$ cat config.mk
export PLATFORM = sky130hd
export DESIGN_NAME = array_stream_fill
export DESIGN_NICKNAME = d
export VERILOG_FILES = /design/src/rtl/array_stream_fill.sv
export SDC_FILE = /design/constraint.sdc
export NUM_CORES = 1
export LEC_CHECK = 0
export CAP_MARGIN = 10
export CELL_PAD_IN_SITES_DETAIL_PLACEMENT = 0
export CELL_PAD_IN_SITES_GLOBAL_PLACEMENT = 2
export CORE_MARGIN = 1.5
export CORE_UTILIZATION = 33
export DETAILED_ROUTE_END_ITERATION = 6
export PLACE_DENSITY_LB_ADDON = 0.1
export REMOVE_ABC_BUFFERS = 1
export SLEW_MARGIN = 20
export SYNTH_ARGS = -nofsm -noshare
export SYNTH_HDL_FRONTEND = slang
export SYNTH_SLANG_ARGS = --single-unit
$ cat constraint.sdc
create_clock -name clk -period 11.8 [get_ports clk]
set_input_delay 2.95 -clock clk [delete_from_list [all_inputs] [get_ports clk]]
set_output_delay 2.95 -clock clk [all_outputs]
set_load 0.005 [all_outputs]
$ cat src/rtl/array_stream_fill.sv
// -----------------------------------------------------------------------------
// array_stream_fill
//
// Stream-to-array writer. Accepts a valid/ready stream of W-bit elements and
// scatters them into a 3-D array [D0][D1][D2] in foreach order (i outer,
// j middle, k inner). The array is presented as one flat vector. A running
// element count and a 32-bit running sum of written data are kept alongside.
//
// Ports
//   clk       in   1            clock, rising edge
//   rst       in   1            asynchronous, active-high reset
//   start     in   1            one-cycle pulse, begins a fill (honoured in IDLE)
//   in_valid  in   1            element beat valid
//   in_ready  out  1            high while filling
//   in_data   in   W            element value
//   in_last   in   1            terminate the fill after this beat
//   busy      out  1            fill in progress or completing
//   done      out  1            one-cycle pulse, fill complete
//   arr_flat  out  N*W          element (i,j,k) at LSB offset ((i*D1+j)*D2+k)*W
//   count     out  CW           elements written this fill
//   sum       out  32           running sum of in_data, wraps mod 2^32
// -----------------------------------------------------------------------------
module array_stream_fill #(
    parameter int W              = 8,
    parameter int D0             = 2,
    parameter int D1             = 4,
    parameter int D2             = 3,
    parameter bit DIM1_DESC      = 1'b1,
    parameter bit CLEAR_ON_START = 1'b0,
    localparam int N             = D0 * D1 * D2,
    localparam int CW            = $clog2(N + 1)
) (
    input  logic            clk,
    input  logic            rst,
    input  logic            start,
    input  logic            in_valid,
    output logic            in_ready,
    input  logic [W-1:0]    in_data,
    input  logic            in_last,
    output logic            busy,
    output logic            done,
    output logic [N*W-1:0]  arr_flat,
    output logic [CW-1:0]   count,
    output logic [31:0]     sum
);

    localparam int IW = (D0 > 1) ? $clog2(D0) : 1;
    localparam int JW = (D1 > 1) ? $clog2(D1) : 1;
    localparam int KW = (D2 > 1) ? $clog2(D2) : 1;
    localparam int AW = (N * W > 1) ? $clog2(N * W) : 1;

    // j runs from J_START to J_END; direction follows the declared range.
    localparam logic [JW-1:0] J_START = DIM1_DESC ? JW'(D1 - 1) : '0;
    localparam logic [JW-1:0] J_END   = DIM1_DESC ? '0 : JW'(D1 - 1);
    localparam logic [KW-1:0] K_LAST  = KW'(D2 - 1);
    localparam logic [IW-1:0] I_LAST  = IW'(D0 - 1);

    typedef enum logic [1:0] {
        IDLE = 2'd0,
        FILL = 2'd1,
        DONE = 2'd2
    } state_t;

    state_t           state_q, state_d;
    logic [IW-1:0]    i_q, i_d;
    logic [JW-1:0]    j_q, j_d;
    logic [KW-1:0]    k_q, k_d;
    logic [N*W-1:0]   arr_q, arr_d;
    logic [CW-1:0]    count_q, count_d;
    logic [31:0]      sum_q, sum_d;

    logic             beat;
    logic             last_elem;
    int               wr_off;
    logic [AW-1:0]    wr_bit;

    assign beat      = in_valid && (state_q == FILL);
    assign last_elem = (i_q == I_LAST) && (j_q == J_END) && (k_q == K_LAST);

    // Bit position of element (i,j,k) in the flat vector.
    always_comb begin
        wr_off = (int'(i_q) * D1 + int'(j_q)) * D2 + int'(k_q);
        wr_bit = AW'(wr_off * W);
    end

    always_comb begin
        // NOTE: every variable gets its hold value first so no path leaves it
        // unassigned; otherwise synthesis infers a latch.
        state_d = state_q;
        i_d     = i_q;
        j_d     = j_q;
        k_d     = k_q;
        arr_d   = arr_q;
        count_d = count_q;
        sum_d   = sum_q;

        unique case (state_q)
            IDLE: begin
                if (start) begin
                    state_d = FILL;
                    i_d     = '0;
                    j_d     = J_START;
                    k_d     = '0;
                    count_d = '0;
                    sum_d   = '0;
                    if (CLEAR_ON_START) arr_d = '0;
                end
            end

            FILL: begin
                if (beat) begin
                    arr_d[wr_bit +: W] = in_data;
                    count_d = count_q + 1'b1;
                    sum_d   = sum_q + 32'(in_data);

                    // Odometer advance: k fastest, then j, then i. The wrap of
                    // i after the final element is harmless: the FSM leaves
                    // FILL and the next start reloads every index.
                    if (k_q == K_LAST) begin
                        k_d = '0;
                        if (j_q == J_END) begin
                            j_d = J_START;
                            i_d = i_q + 1'b1;
                        end else begin
                            j_d = DIM1_DESC ? j_q - 1'b1 : j_q + 1'b1;
                        end
                    end else begin
                        k_d = k_q + 1'b1;
                    end

                    if (last_elem || in_last) state_d = DONE;
                end
            end

            DONE: state_d = IDLE;

            default: state_d = IDLE;
        endcase
    end

    // NOTE: state registers use non-blocking assignments so every flop samples
    // the pre-edge values of the others, independent of statement order.
    always_ff @(posedge clk or posedge rst) begin
        if (rst) begin
            state_q <= IDLE;
            i_q     <= '0;
            j_q     <= '0;
            k_q     <= '0;
            // NOTE: the array storage is reset explicitly because arr_flat is
            // an observable output that must read zero after reset; plain
            // data memories elsewhere would normally be left unreset.
            arr_q   <= '0;
            count_q <= '0;
            sum_q   <= '0;
        end else begin
            state_q <= state_d;
            i_q     <= i_d;
            j_q     <= j_d;
            k_q     <= k_d;
            arr_q   <= arr_d;
            count_q <= count_d;
            sum_q   <= sum_d;
        end
    end

    assign in_ready = (state_q == FILL);
    assign busy     = (state_q != IDLE);
    assign done     = (state_q == DONE);
    assign arr_flat = arr_q;
    assign count    = count_q;
    assign sum      = sum_q;

endmodule
Yosys cells after proc, flatten, opt, wreduce, memory -nomap -nowiden:

Index checks and enable logic that the tools add are counted.

* register bits after elaboration: 236
* bits of input ports: 13
* output and inout bits: 232

* $add $sub $neg: 8
* multipliers: 1
* equal/unequal tests: 8
* shift operators: 2
* muxes and demuxes: 25
* reductions and logical operators: 13

Operators by type and width (number)
* $bwmux W192: 1
* $shift A8 B10 Y192 const A: 1
* $shiftx A8 B10 Y192: 1
* $mux W32: 2
* $pmux W32 S2: 1
* $add A32 B8 Y32: 1
* $mux W2: 10
* $pmux W2 S2: 3
* $mux W5: 2
* $neg A8 Y10: 1
* $pmux W5 S2: 1
* $ne A2 B1 Y1 const B: 4
* $reduce_and A3 Y1: 2
* $add A5 B1 Y5 const B: 1
* $add A5 B2 Y5: 1
* $mul A4 B2 Y5 const B: 1
* $reduce_and A5 Y1: 1
* $add A3 B2 Y4: 1
* $eq A2 B2 Y1 const B: 2
* $logic_not A2 Y1: 2
* $mux W1: 4
* $reduce_and A4 Y1: 1
* $reduce_bool A2 Y1: 2
* $logic_and A1 B1 Y1: 3
* other kinds (8): 8

Logic depth before layout (Yosys ltp):

* depth in word-level cells: 7
* depth in mapped cells: 11
* mapped depth without buffers: 10

Worst setup path before layout:

No wires, ideal clock.

* path kind: input port to flip-flop
* start point: in in_data[6]
* end point: reg sum_q[22], in the netlist sum[22]
* arrival: 4.687 ns
* required time: 11.668 ns
* slack: 6.981 ns
* stages on the path: 8
* cell sequence: ha_1 > a21o_1 > a21oi_1 > o21ai_0 > clkbuf_1 > nand4_1 > xor2_1 > nor2_1

* longest elaborated chain between the ends: 3

RTL lines
* from (decl): RTL line 38 `input logic [W-1:0] in_data,`
* $add A32 B8 Y32: RTL line 114 `sum_d = sum_q + 32'(in_data);`
* $mux W32: RTL line 111 `if (beat) begin`
* $pmux W32 S2: RTL line 97 `unique case (state_q)`
* to (signal assigned): RTL line 162 `sum_q <= sum_d;`
* to (decl): RTL line 70 `logic [31:0] sum_q, sum_d;`

Every way passes these cells. The select of a mux whose other input is x is not followed.
A chain may end at the register's enable or synchronous reset.

Worst setup path in the final report:

* start point: in in_data[6]
* end point: reg sum_q[10], in the netlist sum[10]

The elaborated chain is that of the path after synthesis.

==> results.md <==
- Run status: finished, final reports clean
- Min-delay worst type: register to register
- Max Fclk: around 0.18 GHz
- Later-pin clock latency in the skew report: 530 ps
- CTS-repair resized insts: 0
- MaxCap Viol Count: 0
- FF/Latch Area: 5910 um^2
- Detailed Place HPWL: 19.2 mm
- Critical Path Start Type: input pin
- Worst Hold Depth: 2
- WP depth: 9
- Fin crit period: around 5500 ps
- Vias per inst: approximately 4.7
- Synth area leader: dfrtp_1
- Boundary Pins: between 200 and 250
- Max-slew violation count: 0
- FFs w/ async S/R, synth: 100%
- Worst R2R End: arr_flat[152]
- Via count: between 7000 and 8000
- Site Rows: 64
- Largest net degree at the start of global routing: 105
- Vias in the first global route: 7350
- Yosys cell types: 52
- Power Dens Cells: about 240 nW/um^2
- Main synth FF type: dfrtp_1
- Post-synth EDFFs: 0
- Largest cells by area after synthesis: dfrtp_1, mux2_2, nand2_1
- Cell Area, Placed: 13100 um^2
- Final TNS setup: 0 ps
- Worst-margin pin slew: 961 ps
- Clock Path Buffers: 3
- Final Hold Viols: 0
- Mean area per synthesized cell: 12.5 um^2
- Worst-path maximum fanout: 19
- Final WL: 28.4 mm
- Fillers: between 2000 and 3000
- RSZ-0062 raised after global routing: no
- Buf/Inv on CP: 2
- Setup crit start: in_data[6]
- Slowest CP cell: a21oi_1
- Most frequent cells in the layout: clkdlybuf4s50_1, dfrtp_1, mux2_2
- Global-route wire length before repair: 43.9 mm
- Initial antenna violation count: 0
- PortBufs: around 240
- Mapped Cells: 814
- GRT Util Overall: 18.0%
- Clock transition at the registers of the reported paths: 60 ps
- CP arrival: a little under 6000 ps
- Final net count: 1099
- Max-slew headroom at the worst pin: a little over a third
- Starting Density: 33.4%
- Seq cells post-synth: 236
- Share of the synthesized area in the top cell type: 57.9%
- Hold_buf cts: 0
- VDD IR max: 0.000145 V
- Most common cell after layout, fill and taps aside: clkdlybuf4s50_1
- DRT antenna net count: 0
- First drt pass iteration count: 4
- Crit path to: sum[10]
- Ant diodes: 0
- Core box area: 30500 um^2
- Worst R2R Path Depth: 7
- CTS tree: built
- Root buffer cell: clkbuf_16
- Gp weighted congestion: roughly 0.73
- Worst path cell trace: clkdlybuf4s50_1 -> buf_4 -> ha_1 -> a21o_1 -> a21oi_1 -> o21ai_1 -> nand4_1 -> xor2_1 -> nor2_1
- Die area: 31900 um^2
- Yosys warning count: 0
- Share of cells above drive strength 1: 21.6%
- P&R area growth vs syn: 37.1%
- Die Span X: 179 um
- Leakage: approximately 0.0063 uW
- Layout Utilization: 45.8%
- Crit. End Element: register
- Inserted Clock Buffers: 26
- Overflow after GRT: 0
- Cell Area, Synth: 10200 um^2
- Die Y: 179 um
- Worst path required time: 12200 ps
- Post-Layout Inst Area: 14000 um^2
- Worst Skew: 14.1 ps
- Flop2flop setup slack: 7540 ps
- Crit share post-route: 46.6%
- Top delay family on crit path: compound AO/OA/AOI/OAI gates
- Detailed Route Iter0 Violations: 234
- CTS sink cnt: approximately 240
- Number of remaining DRC errors: 0
- Area occupied by multi-input gates: 4050 um^2
- CP Class: input pin to register
- Post-CTS Setup Bufs: 0
- Htree depth: 1
- CP max stage delay: about 630 ps
- Setup violators final: 0
- Drt wl/cell: 19.2 um
- Seq/Total Area, Yosys: 57.9%
- Worst R2R Start: j_q[0]
-- worst register-to-register path: stages (launching register included) --
cell     delay [ps]
dfrtp_1         440
fa_1            500
ha_1            240
fa_1            580
xnor2_4         750
nand2_1         450
nor3_2          760
mux2_2          410
-- registers in the layout (all words and copies together) (netlist names) --
| signal | flops |
|---|---|
| arr_flat | 192 |
| count | 5 |
| i_q | 1 |
| j_q | 2 |
| k_q | 2 |
| state_q | 2 |
| sum | 32 |
-- kinds of logic (layout without fill, tap and decap cells) --
group	count (synthesis)	count (layout)	synth area share (%)
AO/OA/AOI/OAI	81	81	4.90
multiplexers	163	163	17.9
adder cells (fa/ha/maj)	19	19	2.55
XOR/XNOR	34	34	3.14
buffers and inverters	62	335	2.41
flip-flops	236	236	57.9
AND/OR/NAND/NOR	219	219	11.2
-- worst min-delay path by stage --
| stage | from | end |
|---|---|---|
| 4_1_cts | arr_flat[11] | arr_flat[11] |
| 6_report | arr_flat[29] | arr_flat[29] |
| 5_1_grt | arr_flat[99] | arr_flat[99] |
| 3_3_place_gp | arr_flat[14] | arr_flat[14] |
| 3_5_place_dp | arr_flat[11] | arr_flat[11] |
| 2_1_floorplan | arr_flat[28] | arr_flat[28] |
-- routing by layer --
metal	track usage, %	vias to the layer above	routed length (um)
li1	-	3324	-
met1	24.3	3501	12900
met2	28.6	174	13000
met3	5.09	28	1910
met4	4.03	0	545
met5	0	-	0
-- Yosys cell counts (4+ instances only) --
cell type and number:
mux2i_1 9, a211oi_1 4, o21ai_0 39, and3_1 5, nor2_1 40, nand4_1 11, nand3_1 28, nor3_2 5
mux2_2 154, xor2_1 18, ha_1 16, inv_1 28, nand2_1 76, and2_1 19, nor3_1 5, nor2b_1 6
dfrtp_1 236, xnor2_1 13, clkbuf_1 29, nor4_1 4, a21oi_1 14
-- where the power goes --
part / switching (uW) / internal (uW) / leakage [uW] / total, uW
registers: 128 / 1020 / 0.00309 / 1150
logic: 707 / 699 / 0.00280 / 1410
clock network: 331 / 477 / 0.000413 / 808
total: 1170 / 2200 / 0.00630 / 3360
-- area by class of cell --
class	instances	area share, %
Timing Repair Buffer	259	18.3
Tap cell	396	3.54
Multi-Input combinational cell	516	29.0
Inverter	28	0.806
Clock buffer	37	5.24
Sequential cell	236	42.3
Clock inverter	11	0.886
-- through the flow --
step / setup WS (ps) / cells / hold WS [ps] / total power [uW]
after CTS: 6230 / 1483 / 486 / 3420
after detailed placement: 5670 / 1435 / 474 / 2590
final: 6300 / 1483 / 481 / 3360
after global routing: 6090 / 1483 / 514 / 3590
after floorplan: 2380 / 780 / 473 / 1880
after global placement: 5720 / 1435 / 466 / 2580
(Power assumes the default switching activity.)
